===== src/rtl/axi_read_responder_if.sv =====
// AXI read-address and read-data channels between one interconnect slave port and the SRAM responder.
interface axi_read_responder_if #(
  parameter int unsigned ID_BITS   = 8,
  parameter int unsigned ADDR_BITS = 32,
  parameter int unsigned DATA_BITS = 32,
  parameter int unsigned LEN_BITS  = 4
);
  logic [ID_BITS-1:0]   ARID;
  logic [ADDR_BITS-1:0] ARADDR;
  logic [LEN_BITS-1:0]  ARLEN;
  logic [2:0]           ARSIZE;
  logic [1:0]           ARBURST;
  logic                 ARVALID;
  logic                 ARREADY;
  logic [ID_BITS-1:0]   RID;
  logic [DATA_BITS-1:0] RDATA;
  logic [1:0]           RRESP;
  logic                 RLAST;
  logic                 RVALID;
  logic                 RREADY;

  modport master (
    output ARID, ARADDR, ARLEN, ARSIZE, ARBURST, ARVALID, RREADY,
    input  ARREADY, RID, RDATA, RRESP, RLAST, RVALID
  );

  modport slave (
    input  ARID, ARADDR, ARLEN, ARSIZE, ARBURST, ARVALID, RREADY,
    output ARREADY, RID, RDATA, RRESP, RLAST, RVALID
  );
endinterface


===== src/rtl/axi_read_responder.sv =====
// Single-outstanding AXI read responder: fetches each beat from a 1-cycle-latency SRAM and
// returns FIXED/INCR/WRAP bursts with the request ID echoed and errors reported in RRESP.
module axi_read_responder #(
  parameter int unsigned          ID_BITS   = 8,
  parameter int unsigned          ADDR_BITS = 32,
  parameter int unsigned          DATA_BITS = 32,
  parameter int unsigned          LEN_BITS  = 4,
  parameter int unsigned          MEM_AW    = 14,
  parameter logic [ADDR_BITS-1:0] BASE_ADDR = ADDR_BITS'(32'h0001_0000)
) (
  input  logic                 ACLK,
  input  logic                 ARESETn,
  axi_read_responder_if.slave  axi,
  output logic                 mem_cs,
  output logic [MEM_AW-1:0]    mem_addr,
  input  logic [DATA_BITS-1:0] mem_rdata
);

  localparam int unsigned TAG_LSB     = MEM_AW + 2;
  localparam logic [1:0]  RESP_OKAY   = 2'd0;
  localparam logic [1:0]  RESP_SLVERR = 2'd2;
  localparam logic [1:0]  RESP_DECERR = 2'd3;
  localparam logic [1:0]  BURST_FIXED = 2'd0;
  localparam logic [1:0]  BURST_WRAP  = 2'd2;
  localparam logic [1:0]  BURST_RSVD  = 2'd3;
  localparam logic [2:0]  SIZE_WORD   = 3'b010;

  typedef enum logic [1:0] {ST_IDLE, ST_FETCH, ST_WAIT, ST_DATA} state_t;

  state_t               state;
  logic                 arready;
  logic                 rvalid;
  logic                 rlast;
  logic [ID_BITS-1:0]   rid;
  logic [DATA_BITS-1:0] rdata;
  logic [1:0]           rresp;
  logic [LEN_BITS-1:0]  len_q;
  logic [LEN_BITS-1:0]  beat_cnt;
  logic [1:0]           burst_q;
  logic [MEM_AW-1:0]    cur_addr;

  logic [LEN_BITS-1:0]  len_inc_c;
  logic                 wrap_len_ok_c;
  logic [1:0]           ar_err_c;
  logic [MEM_AW-1:0]    wrap_mask_c;
  logic [MEM_AW-1:0]    addr_inc_c;
  logic [MEM_AW-1:0]    next_addr_c;
  logic                 burst_ok_c;

  assign axi.ARREADY = arready;
  assign axi.RVALID  = rvalid;
  assign axi.RLAST   = rlast;
  assign axi.RID     = rid;
  assign axi.RDATA   = rdata;
  assign axi.RRESP   = rresp;
  assign mem_addr    = cur_addr;

  // rresp holds the code latched at acceptance for the whole burst
  assign burst_ok_c = (rresp == RESP_OKAY);

  // Request classification: a WRAP length must be a power of two of at least 2 beats.
  always_comb begin
    len_inc_c     = axi.ARLEN + LEN_BITS'(1);
    wrap_len_ok_c = (axi.ARLEN != '0) && ((axi.ARLEN & len_inc_c) == '0);
    ar_err_c      = RESP_OKAY;
    if (axi.ARADDR[ADDR_BITS-1:TAG_LSB] != BASE_ADDR[ADDR_BITS-1:TAG_LSB]) begin
      ar_err_c = RESP_DECERR;
    end else if ((axi.ARSIZE != SIZE_WORD) || (axi.ARBURST == BURST_RSVD) ||
                 ((axi.ARBURST == BURST_WRAP) && !wrap_len_ok_c)) begin
      ar_err_c = RESP_SLVERR;
    end
  end

  // Word-address advance; the WRAP word mask equals len_q for the legal WRAP lengths.
  always_comb begin
    addr_inc_c  = cur_addr + MEM_AW'(1);
    wrap_mask_c = MEM_AW'(len_q);
    case (burst_q)
      BURST_FIXED: next_addr_c = cur_addr;
      BURST_WRAP:  next_addr_c = (cur_addr & ~wrap_mask_c) | (addr_inc_c & wrap_mask_c);
      default:     next_addr_c = addr_inc_c;
    endcase
  end

  always_ff @(posedge ACLK or negedge ARESETn) begin
    if (!ARESETn) begin
      state    <= ST_IDLE;
      arready  <= 1'b1;
      rvalid   <= 1'b0;
      rlast    <= 1'b0;
      rid      <= '0;
      rdata    <= '0;
      rresp    <= RESP_OKAY;
      len_q    <= '0;
      beat_cnt <= '0;
      burst_q  <= '0;
      cur_addr <= '0;
      mem_cs   <= 1'b0;
    end else begin
      case (state)
        ST_IDLE: begin
          if (axi.ARVALID) begin
            rid      <= axi.ARID;
            len_q    <= axi.ARLEN;
            burst_q  <= axi.ARBURST;
            rresp    <= ar_err_c;
            beat_cnt <= '0;
            cur_addr <= MEM_AW'(axi.ARADDR[TAG_LSB-1:0] >> 2);
            mem_cs   <= (ar_err_c == RESP_OKAY);
            arready  <= 1'b0;
            state    <= ST_FETCH;
          end
        end
        ST_FETCH: begin
          mem_cs <= 1'b0;
          state  <= ST_WAIT;
        end
        ST_WAIT: begin
          rdata  <= burst_ok_c ? mem_rdata : '0;
          rlast  <= (beat_cnt == len_q);
          rvalid <= 1'b1;
          state  <= ST_DATA;
        end
        ST_DATA: begin
          // all R outputs hold while RREADY is low
          if (axi.RREADY) begin
            rvalid <= 1'b0;
            if (rlast) begin
              rlast   <= 1'b0;
              arready <= 1'b1;
              state   <= ST_IDLE;
            end else begin
              beat_cnt <= beat_cnt + LEN_BITS'(1);
              cur_addr <= next_addr_c;
              mem_cs   <= burst_ok_c;
              state    <= ST_FETCH;
            end
          end
        end
        default: begin
          state <= ST_IDLE;
        end
      endcase
    end
  end

endmodule


===== src/flat_wrapper.sv =====
// flat-port wrapper written by rule: the top's interface ports become plain ports
module axi_read_responder_flat 
#(
  parameter int unsigned          ID_BITS   = 8,
  parameter int unsigned          ADDR_BITS = 32,
  parameter int unsigned          DATA_BITS = 32,
  parameter int unsigned          LEN_BITS  = 4,
  parameter int unsigned          MEM_AW    = 14,
  parameter logic [ADDR_BITS-1:0] BASE_ADDR = ADDR_BITS'(32'h0001_0000)
)
  (ACLK, ARESETn, mem_cs, mem_addr, mem_rdata, axi_ARID, axi_ARADDR, axi_ARLEN, axi_ARSIZE, axi_ARBURST, axi_ARVALID, axi_RREADY, axi_ARREADY, axi_RID, axi_RDATA, axi_RRESP, axi_RLAST, axi_RVALID);
  axi_read_responder_if #(.ID_BITS(ID_BITS), .ADDR_BITS(ADDR_BITS), .DATA_BITS(DATA_BITS), .LEN_BITS(LEN_BITS)) axi_i ();
  input  logic ACLK;
  input  logic ARESETn;
  output logic mem_cs;
  output logic [MEM_AW-1:0] mem_addr;
  input  logic [DATA_BITS-1:0] mem_rdata;
  input wire logic [$bits(axi_i.ARID)-1:0] axi_ARID;
  input wire logic [$bits(axi_i.ARADDR)-1:0] axi_ARADDR;
  input wire logic [$bits(axi_i.ARLEN)-1:0] axi_ARLEN;
  input wire logic [$bits(axi_i.ARSIZE)-1:0] axi_ARSIZE;
  input wire logic [$bits(axi_i.ARBURST)-1:0] axi_ARBURST;
  input wire logic [$bits(axi_i.ARVALID)-1:0] axi_ARVALID;
  input wire logic [$bits(axi_i.RREADY)-1:0] axi_RREADY;
  output wire logic [$bits(axi_i.ARREADY)-1:0] axi_ARREADY;
  output wire logic [$bits(axi_i.RID)-1:0] axi_RID;
  output wire logic [$bits(axi_i.RDATA)-1:0] axi_RDATA;
  output wire logic [$bits(axi_i.RRESP)-1:0] axi_RRESP;
  output wire logic [$bits(axi_i.RLAST)-1:0] axi_RLAST;
  output wire logic [$bits(axi_i.RVALID)-1:0] axi_RVALID;
  assign axi_i.ARID = axi_ARID;
  assign axi_i.ARADDR = axi_ARADDR;
  assign axi_i.ARLEN = axi_ARLEN;
  assign axi_i.ARSIZE = axi_ARSIZE;
  assign axi_i.ARBURST = axi_ARBURST;
  assign axi_i.ARVALID = axi_ARVALID;
  assign axi_i.RREADY = axi_RREADY;
  assign axi_ARREADY = axi_i.ARREADY;
  assign axi_RID = axi_i.RID;
  assign axi_RDATA = axi_i.RDATA;
  assign axi_RRESP = axi_i.RRESP;
  assign axi_RLAST = axi_i.RLAST;
  assign axi_RVALID = axi_i.RVALID;
  axi_read_responder #(.ID_BITS(ID_BITS), .ADDR_BITS(ADDR_BITS), .DATA_BITS(DATA_BITS), .LEN_BITS(LEN_BITS), .MEM_AW(MEM_AW), .BASE_ADDR(BASE_ADDR)) u_core (.ACLK(ACLK), .ARESETn(ARESETn), .axi(axi_i), .mem_cs(mem_cs), .mem_addr(mem_addr), .mem_rdata(mem_rdata));
endmodule

===== config.mk =====
export PLATFORM = sky130hd
export DESIGN_NAME = axi_read_responder_flat
export DESIGN_NICKNAME = d
export VERILOG_FILES = /design/src/rtl/axi_read_responder_if.sv /design/src/rtl/axi_read_responder.sv /design/src/flat_wrapper.sv
export SDC_FILE = /design/constraint.sdc
export NUM_CORES = 1
export LEC_CHECK = 0
export ABC_CLOCK_PERIOD_IN_PS = 4750
export CAP_MARGIN = 20
export CORE_ASPECT_RATIO = 0.8
export CORE_MARGIN = 1.5
export CORE_UTILIZATION = 35
export DETAILED_ROUTE_END_ITERATION = 10
export HOLD_SLACK_MARGIN = 0.15
export PLACE_DENSITY = 0.76
export SLEW_MARGIN = 0
export SYNTH_ARGS = -nofsm -noshare
export SYNTH_HDL_FRONTEND = slang
export SYNTH_SLANG_ARGS = --single-unit

===== constraint.sdc =====
create_clock -name ACLK -period 4.75 [get_ports ACLK]
set_input_delay 0.7125 -clock ACLK [delete_from_list [all_inputs] [get_ports ACLK]]
set_output_delay 0.7125 -clock ACLK [all_outputs]
set_load 0.02 [all_outputs]

==> flow_metrics.tcl, run 1 <==
set metrics [dict create \
    grt_usage 0.185 \
    cp-start-kind "primary input" \
    async_reset_ff_frac 1.00 \
    rr_worst_depth 6 \
    syn_area_mm2 0.00362 \
    grt_pass1_vias 3282 \
    placedInstanceArea_mm2 0.00515 \
    route.vias.total 3330 \
    ctsResizeCount 0 \
    reg2reg_slack_ns 2.45 \
    postCtsSetupRepairBufs 0 \
    clock_path_buffers 2 \
    crit_path_max_fanout 19 \
    finalCriticalPeriod_ns 2.43 \
    layout_commonest_cell "clkdlybuf4s50_1" \
    overflow 0 \
    core-area_mm2 0.00985 \
    synth_area_per_cell_um2 9.72 \
    grt_antenna_before_repair 0 \
    yosysSeqAreaShare 0.498 \
    clock_skew_ns 0.00861 \
    critPathKind "primary input to flop" \
    endpoint_kind "flop" \
    die_x_um 117 \
    drt_pass1_iterations 4 \
    cts.clk_slew.worst_paths_ns 0.06 \
    finalHoldViolations 0 \
    relSlewSlack 0.403 \
    clock_latency_ns 0.33 \
    initial_utilization 0.367 \
    die-area_mm2 0.0110 \
    drv_slew 0 \
    drt_iter0_markers 214 \
    fillers 921 \
    hpwl_mm 6.92 \
    tns_ns 0 \
    multi_input_area_mm2 0.00159 \
    route.detailed.drc 0 \
    postRouteAntennaNets 0 \
    max_cap_violations 0 \
    power_density_mw_per_mm2 515 \
    cp_data_arrival_time_ns 2.64 \
    fin_area_mm2 0.00550 \
    numClockSinks 72 \
    rows 32 \
    syn_nets 464 \
    required_ns 4.96 \
    drive_gt1_frac 0.0909 \
    numCtsBuffers 9 \
    ys_types 53 \
    status "completed" \
    worst_slew_pin_slew_ns 0.896 \
    synth.ff_latch_count 72 \
    cts_tree "built" \
    io_buffers 142 \
    ys_warn_count 0 \
    synthCells 372 \
    die_h_um 93.9 \
    final_cell_mix "clkdlybuf4s50_1, dfrtp_1, o21ai_0, inv_1, nand3_1" \
    n_antenna_cell 0 \
    timing.final.crit_share 0.512 \
    rsz0062_at_grt "no" \
    gp_congestion 0.798 \
    hold_buffers 0 \
    grt_pass1_wl_mm 15.6 \
    hold_class "primary input to async pin" \
    htree_levels 3 \
    irDropWorstVdd_v 0.000398 \
    synth_edf_count 0 \
    grt_max_degree 73 \
    r2r-start "u_core.state[0]$_DFFE_PN0P_" \
    nets 604 \
    fmax_mhz 411 \
    synth_flop_cell "dfrtp_1" \
    via_per_inst 5.10 \
    setup_viol 0 \
    seqCellArea_mm2 0.00180 \
    clockRootBuffer "clkbuf_16" \
    io-pin-count 145 \
    post_drt_wl_per_cell_um 14.8 \
    syn2layout_area_growth_pct 52.0 \
    drt_wl_total_mm 9.68 \
    p_leak_uw 0.00220 \
    reg2reg_to "u_core.mem_addr[12]$_DFFE_PN0P_" \
]
-- worst max path at each step --
stage / slack (ns) / start / end / cells past startpoint
2_1_floorplan: 2.98 / u_core.state[0]$_DFFE_PN0P_ / u_core.mem_addr[7]$_DFFE_PN0P_ / 6
3_3_place_gp: 2.04 / axi_ARVALID / u_core.mem_addr[12]$_DFFE_PN0P_ / 5
3_5_place_dp: 1.97 / axi_ARVALID / u_core.mem_addr[12]$_DFFE_PN0P_ / 5
4_1_cts: 2.07 / u_core.state[0]$_DFFE_PN0P_ / flop / 5
5_1_grt: 2.16 / axi_ARVALID / u_core.mem_addr[12]$_DFFE_PN0P_ / 5
6_report: 2.32 / axi_ARVALID / u_core.mem_addr[12]$_DFFE_PN0P_ / 5
-- synth_stat cells, types with 4 or more instances --
cell / instances / area share
dfrtp_1: 71 / 0.49
o21ai_0: 47 / 0.065
inv_1: 44 / 0.046
nand3_1: 40 / 0.055
nand2_1: 18 / 0.019
mux2_2: 17 / 0.053
clkbuf_1: 9 / 0.0093
nor2_1: 9 / 0.0093
ha_1: 7 / 0.024
a21oi_1: 6 / 0.0083
nor2b_1: 6 / 0.010
nor4_1: 6 / 0.010
a21o_1: 5 / 0.010
and3_1: 5 / 0.0086
nand2b_1: 5 / 0.0086
a22o_1: 4 / 0.0097
nand4_1: 4 / 0.0069
o22ai_1: 4 / 0.0069
xor2_1: 4 / 0.0097
-- cell families (layout without fill, tap and decap cells) --
logic type	after synthesis	count (layout)	share of synthesized area
AO/OA/AOI/OAI	97	97	0.170
XOR/XNOR	4	4	0.00968
adder cells (fa/ha/maj)	7	7	0.0242
buffers and inverters	60	205	0.0643
flip-flops	72	72	0.498
multiplexers	20	20	0.0623
AND/OR/NAND/NOR	112	112	0.171
-- power breakdown --
part / switching (uW) / total (uW) / internal (uW) / leakage [uW]
registers: 177 / 940 / 763 / 0.000927
logic: 648 / 1220 / 576 / 0.00112
clock network: 250 / 667 / 417 / 0.000152
-- critical path: stages --
cell and delay [ns]:
clkdlybuf4s50_1 0.59, nand2_1 0.52, nor2_1 0.56, a22oi_1 0.13
o311ai_0 0.12
-- area by class of cell --
class	count	share of cell area
repair buffers	145	0.268
clock buffers	10	0.0435
flip-flops and latches	72	0.328
inverters	44	0.0300
clock inverters	6	0.0107
well taps	136	0.0310
multi-input cells	240	0.289
-- metrics by stage --
stage	worst slack (ns)	std cells	utilization	total power (uW)	hold slack, ns
floorplan	2.98	372	-	1660	0.417
global placement	2.04	635	0.523	2070	0.480
detailed placement	1.97	635	0.523	2120	0.494
CTS	2.07	651	0.553	2810	0.510
global route	2.16	653	0.558	3020	0.525
finish	2.32	653	0.558	2830	0.507
-- routing by layer --
layer	wire length, um	global-route usage
met2	4520	0.301
met5	0	0
met3	754	0.0697
met4	165	0.0622
met1	4240	0.227
-- registers in the layout, summed over array words and instances (netlist names), named ones only --
name / flops
u_core.burst_q: 2
u_core.mem_addr: 11
u_core.axi.RID: 8
u_core.axi.RRESP: 2
u_core.axi.ARREADY: 1
u_core.state: 2
u_core.axi.RVALID: 1
u_core.mem_cs: 1
u_core.axi.RDATA: 32
u_core.len_q: 4
u_core.beat_cnt: 4
u_core.axi.RLAST: 1
Note: power is estimated with default switching activity, not from simulation.
==> run 2, diff against run 1 <==
--- a/config.mk
+++ b/config.mk
@@ -5,14 +5,14 @@
 export SDC_FILE = /design/constraint.sdc
 export NUM_CORES = 1
 export LEC_CHECK = 0
-export ABC_CLOCK_PERIOD_IN_PS = 4750
+export ABC_CLOCK_PERIOD_IN_PS = 2100
 export CAP_MARGIN = 20
 export CORE_ASPECT_RATIO = 0.8
 export CORE_MARGIN = 1.5
 export CORE_UTILIZATION = 35
 export DETAILED_ROUTE_END_ITERATION = 10
 export HOLD_SLACK_MARGIN = 0.15
-export PLACE_DENSITY = 0.76
+export PLACE_DENSITY = 0.79
 export SLEW_MARGIN = 0
 export SYNTH_ARGS = -nofsm -noshare
 export SYNTH_HDL_FRONTEND = slang
==> constraint.sdc (replaced) <==
create_clock -name ACLK -period 2.1 [get_ports ACLK]
set_input_delay 0.315 -clock ACLK [delete_from_list [all_inputs] [get_ports ACLK]]
set_output_delay 0.315 -clock ACLK [all_outputs]
set_load 0.02 [all_outputs]
==> flow_metrics.tcl, run 2 (synthesis gave the netlist of run 1 again) <==
set metrics [dict create \
    status "completed" \
    core-area_mm2 0.00985 \
    largest_register_ffs 32 \
    numCtsBuffers 9 \
    required_ns 2.31 \
    crit_family "compound AO/OA/AOI/OAI gates" \
    route.detailed.drc 0 \
    p_int_uw 3930 \
    grt_usage 0.187 \
    postCtsSetupRepairBufs 0 \
    relSlewSlack 0.657 \
    crit_path_max_fanout 8 \
    die-area_mm2 0.0110 \
    clockRootBuffer "clkbuf_16" \
    post_drt_wl_per_cell_um 15.0 \
    timing.final.crit_share 0.949 \
    clock_skew_ns 0.00758 \
    nets 612 \
    seqCellArea_mm2 0.00180 \
    reg2reg_slack_ns 0.11 \
    postRouteAntennaNets 0 \
    numClockSinks 72 \
    n_antenna_cell 0 \
    finalCriticalPeriod_ns 1.99 \
    hpwl_mm 7.31 \
    multi_input_area_mm2 0.00160 \
    p_sw_uw 2380 \
    drt_pass1_iterations 6 \
    p_total_uw 6320 \
    io-pin-count 145 \
    rsz0062_at_grt "no" \
    die_x_um 117 \
    p_leak_uw 0.00221 \
    rows 32 \
    startpoint "u_core.state[0]$_DFFE_PN0P_" \
    hold_ws_ns 0.497 \
    route.vias.total 3378 \
    cp_data_arrival_time_ns 2.20 \
    grt_max_degree 68 \
    via_per_inst 5.12 \
    fin_util 0.562 \
    setup_viol 0 \
    combinationalPowerShare 0.447 \
    syn2layout_area_growth_pct 52.9 \
    finalHoldViolations 0 \
    power.share.switching 0.377 \
    hold_class "flop to flop" \
    grt_pass1_vias 3304 \
    pwr-share-seq 0.336 \
    dp_cells 644 \
    drive_gt1_frac 0.0954 \
    htree_levels 3 \
    cp_num_buf_inv 1 \
    io_buffers 142 \
    gp_congestion 0.801 \
    clock_latency_ns 0.33 \
    layout_commonest_cell "clkdlybuf4s50_1" \
    drv_slew 0 \
    tns_ns 0 \
    grt_pass1_wl_mm 15.9 \
    critPathKind "flop to flop" \
    die_h_um 93.9 \
    r2r-start "u_core.state[0]$_DFFE_PN0P_" \
    irDropWorstVdd_v 0.000718 \
    fillers 895 \
    max_cap_violations 0 \
    cp-start-kind "flop" \
    endpoint_kind "flop" \
    grt_antenna_before_repair 0 \
    clock_power_share 0.217 \
    cts.clk_slew.worst_paths_ns 0.06 \
    power_density_mw_per_mm2 1140 \
    initial_utilization 0.367 \
    holdCritStartpoint "u_core.mem_cs$_DFFE_PN0P_" \
    drt_wl_total_mm 9.89 \
    fmax_mhz 502 \
    stdcell_count 660 \
    final_cell_mix "clkdlybuf4s50_1, dfrtp_1, o21ai_0, inv_1, nand3_1" \
    cp_slowest_stage_delay_ns 0.42 \
    clock_path_buffers 2 \
    path_cells "inv_1 -> ha_1 -> mux2i_4 -> a21o_2 -> nor4_1 -> a221o_1" \
    cts_tree "built" \
    slowest_stage "dfrtp_1" \
    overflow 0 \
    worst_slew_pin_slew_ns 0.514 \
    drt_iter0_markers 248 \
]
## run 2: routing by layer
layer	global-route usage	share of wire
met5	0	0
met3	0.0600	0.081
met2	0.303	0.48
met1	0.242	0.43
met4	0.0472	0.011
## run 2: power by group through the flow
stage / clock network, uW / logic, uW / registers [uW]
after detailed placement: 0 / 2790 / 2140
after global placement: 0 / 2700 / 2110
final: 1370 / 2820 / 2130
after CTS: 1410 / 2810 / 2120
after floorplan: 0 / 1450 / 2310
after global routing: 1480 / 3090 / 2170
## run 2: what timing repair did
| action | CTS | global route |
|---|---|---|
| endpoints found under the hold margin | 36 | 0 |
| hold buffers | 1 | 0 |
| endpoints found under the setup margin | 0 | 3 |
| gates resized for setup | 0 | 2 |
## run 2: tightest hold or removal path: stages (launching register included)
cell and delay (ns):
dfrtp_1 0.34, nand2_1 0.05, o211ai_1 0.07
## run 2: cell type report
| type | instances | area share |
|---|---|---|
| tap | 136 | 0.0308 |
| timing repair buffer | 153 | 0.276 |
| clock buffer | 15 | 0.0484 |
| sequential | 72 | 0.326 |
| multi-input combinational | 240 | 0.289 |
| inverter | 44 | 0.0299 |
## run 2: final timing paths
| path | to | cells after the start |
|---|---|---|
| worst min-delay path | u_core.mem_cs$_DFFE_PN0P_ | 2 |
| min in group asynchronous | u_core.mem_addr[9]$_DFFE_PN0P_ | 2 |
| worst max register to register | u_core.mem_addr[7]$_DFFE_PN0P_ | 6 |
| worst max-delay path | u_core.mem_addr[7]$_DFFE_PN0P_ | 6 |
| worst min register to register | u_core.mem_cs$_DFFE_PN0P_ | 2 |
| max in group asynchronous | u_core.axi.ARREADY$_DFFE_PN1P_ | 3 |
## run 2: through the flow
stage                     worst slack [ns]  cell area, um^2
final                                0.108             5530
after global routing                0.0338             5530
after CTS                           0.0113             5520
after detailed placement            0.0485             5240
after global placement               0.117             5240
after floorplan                      0.328             3620
==> run 3, diff against run 2 <==
--- a/config.mk
+++ b/config.mk
@@ -13,6 +13,7 @@
 export DETAILED_ROUTE_END_ITERATION = 10
 export HOLD_SLACK_MARGIN = 0.15
 export PLACE_DENSITY = 0.79
+export REMOVE_ABC_BUFFERS = 1
 export SLEW_MARGIN = 0
 export SYNTH_ARGS = -nofsm -noshare
 export SYNTH_HDL_FRONTEND = slang
==> flow_metrics.tcl, run 3 (synthesis gave the netlist of run 1 again) <==
set metrics [dict create \
    grt_max_degree 65 \
    nets 612 \
    via_per_inst 5.15 \
    numCtsBuffers 9 \
    drt_pass1_iterations 5 \
    tns_ns 0 \
    worst_slew_pin_slew_ns 0.476 \
    fmax_mhz 502 \
    hpwl_mm 7.51 \
    cp_data_arrival_time_ns 2.21 \
    cts.clk_slew.worst_paths_ns 0.06 \
    rows 32 \
    clock_skew_ns 0.0114 \
    numClockSinks 72 \
    p_leak_uw 0.00223 \
    drive_gt1_frac 0.103 \
    cp-start-kind "flop" \
    required_ns 2.32 \
    htree_levels 3 \
    finalHoldViolations 0 \
    grt_util_met3 0.0697 \
    gp_congestion 0.838 \
    rsz0062_at_grt "no" \
    critPathKind "flop to flop" \
    die_x_um 117 \
    endpoint_kind "flop" \
    clockRootBuffer "clkbuf_16" \
    drt_iter0_markers 272 \
    max_cap_violations 0 \
    grt_antenna_before_repair 0 \
    hold_class "primary input to async pin" \
    grt_usage 0.189 \
    irDropWorstVdd_v 0.000639 \
    relSlewSlack 0.682 \
    power_density_mw_per_mm2 1170 \
    initial_utilization 0.367 \
    drt_wl_total_mm 10.0 \
    final_cell_mix "clkdlybuf4s50_1, dfrtp_1, o21ai_0, inv_1, nand3_1" \
    dp_cells 644 \
    n_antenna_cell 0 \
    postRouteAntennaNets 0 \
    clock_path_buffers 2 \
    clock_latency_ns 0.34 \
    crit_path_max_fanout 7 \
    use_met1 0.250 \
    layout_commonest_cell "clkdlybuf4s50_1" \
    cts_tree "built" \
    syn2layout_area_growth_pct 54.2 \
    dpl_worst_slack_ns 0.0435 \
    grt_pass1_wl_mm 15.9 \
    largest_register_ffs 32 \
    die-area_mm2 0.0110 \
    worst_slack_ns 0.110 \
    route.detailed.drc 0 \
    post_drt_wl_per_cell_um 15.2 \
    setup_viol 0 \
    status "completed" \
    grt_use_met2 0.302 \
    io_buffers 142 \
    io-pin-count 145 \
    grt-busiest-layer "met2" \
    stdcell_count 661 \
    drv_slew 0 \
    core-area_mm2 0.00985 \
    route.vias.total 3406 \
    overflow 0 \
    finalCriticalPeriod_ns 1.99 \
    die_h_um 93.9 \
    grt_pass1_vias 3282 \
    timing.final.crit_share 0.948 \
]
## run 3: area by class of cell
class | count | area (um^2)
Clock buffer | 11 | 253
Sequential cell | 72 | 1800
Clock inverter | 5 | 55.1
Tap cell | 136 | 170
Inverter | 44 | 165
Timing Repair Buffer | 153 | 1530
Fill cell | 887 | 4270
Multi-Input combinational cell | 240 | 1600
## run 3: worst max-delay path: stages, from the launching register on
cell	delay, ns
dfrtp_1	0.43
inv_1	0.13
ha_1	0.33
mux2i_4	0.38
a21o_1	0.27
nor4_1	0.07
a221o_1	0.26
## run 3: timing repair
action	4_1_cts	5_1_grt
endpoints found under the setup margin	0	1
endpoints found under the hold margin	30	0
setup buffers	0	0
hold buffers	1	0
gates resized for setup	0	2
## run 3: per-stage QoR
step | hold slack [ns] | total power [uW] | cell area, um^2 | utilization
after floorplan | 0.0194 | 3690 | 3550 | -
after global placement | 0.290 | 4810 | 5240 | 0.532
after detailed placement | 0.295 | 4920 | 5240 | 0.532
after CTS | 0.485 | 6520 | 5560 | 0.565
after global routing | 0.499 | 6930 | 5580 | 0.566
final | 0.472 | 6510 | 5580 | 0.566
## run 3: power by group
part	switching, uW	leakage (uW)	internal (uW)
clock network	579	0.000148	979
registers	413	0.000927	1730
logic	1470	0.00116	1350
## run 3: layer usage
metal	wire, um	vias to the layer above
li1	-	1628
met3	885	6
met2	4620	141
met1	4450	1631
met4	54	0
met5	0	-
## run 3: path summary, 6_finish.rpt
path,startpoint,to,slack (ns),depth (start not counted)
min reg2reg,u_core.axi.RID[1]$_DFFE_PN0P_,u_core.axi.RID[1]$_DFFE_PN0P_,0.51,1
min in group ACLK,u_core.axi.RID[1]$_DFFE_PN0P_,u_core.axi.RID[1]$_DFFE_PN0P_,0.51,1
max in group asynchronous,ARESETn,u_core.axi.RDATA[24]$_DFFE_PN0P_,1.04,3
min,ARESETn,u_core.mem_addr[5]$_DFFE_PN0P_,0.47,2
max reg2reg,u_core.state[0]$_DFFE_PN0P_,u_core.mem_addr[7]$_DFFE_PN0P_,0.11,6
max,u_core.state[0]$_DFFE_PN0P_,u_core.mem_addr[7]$_DFFE_PN0P_,0.11,6
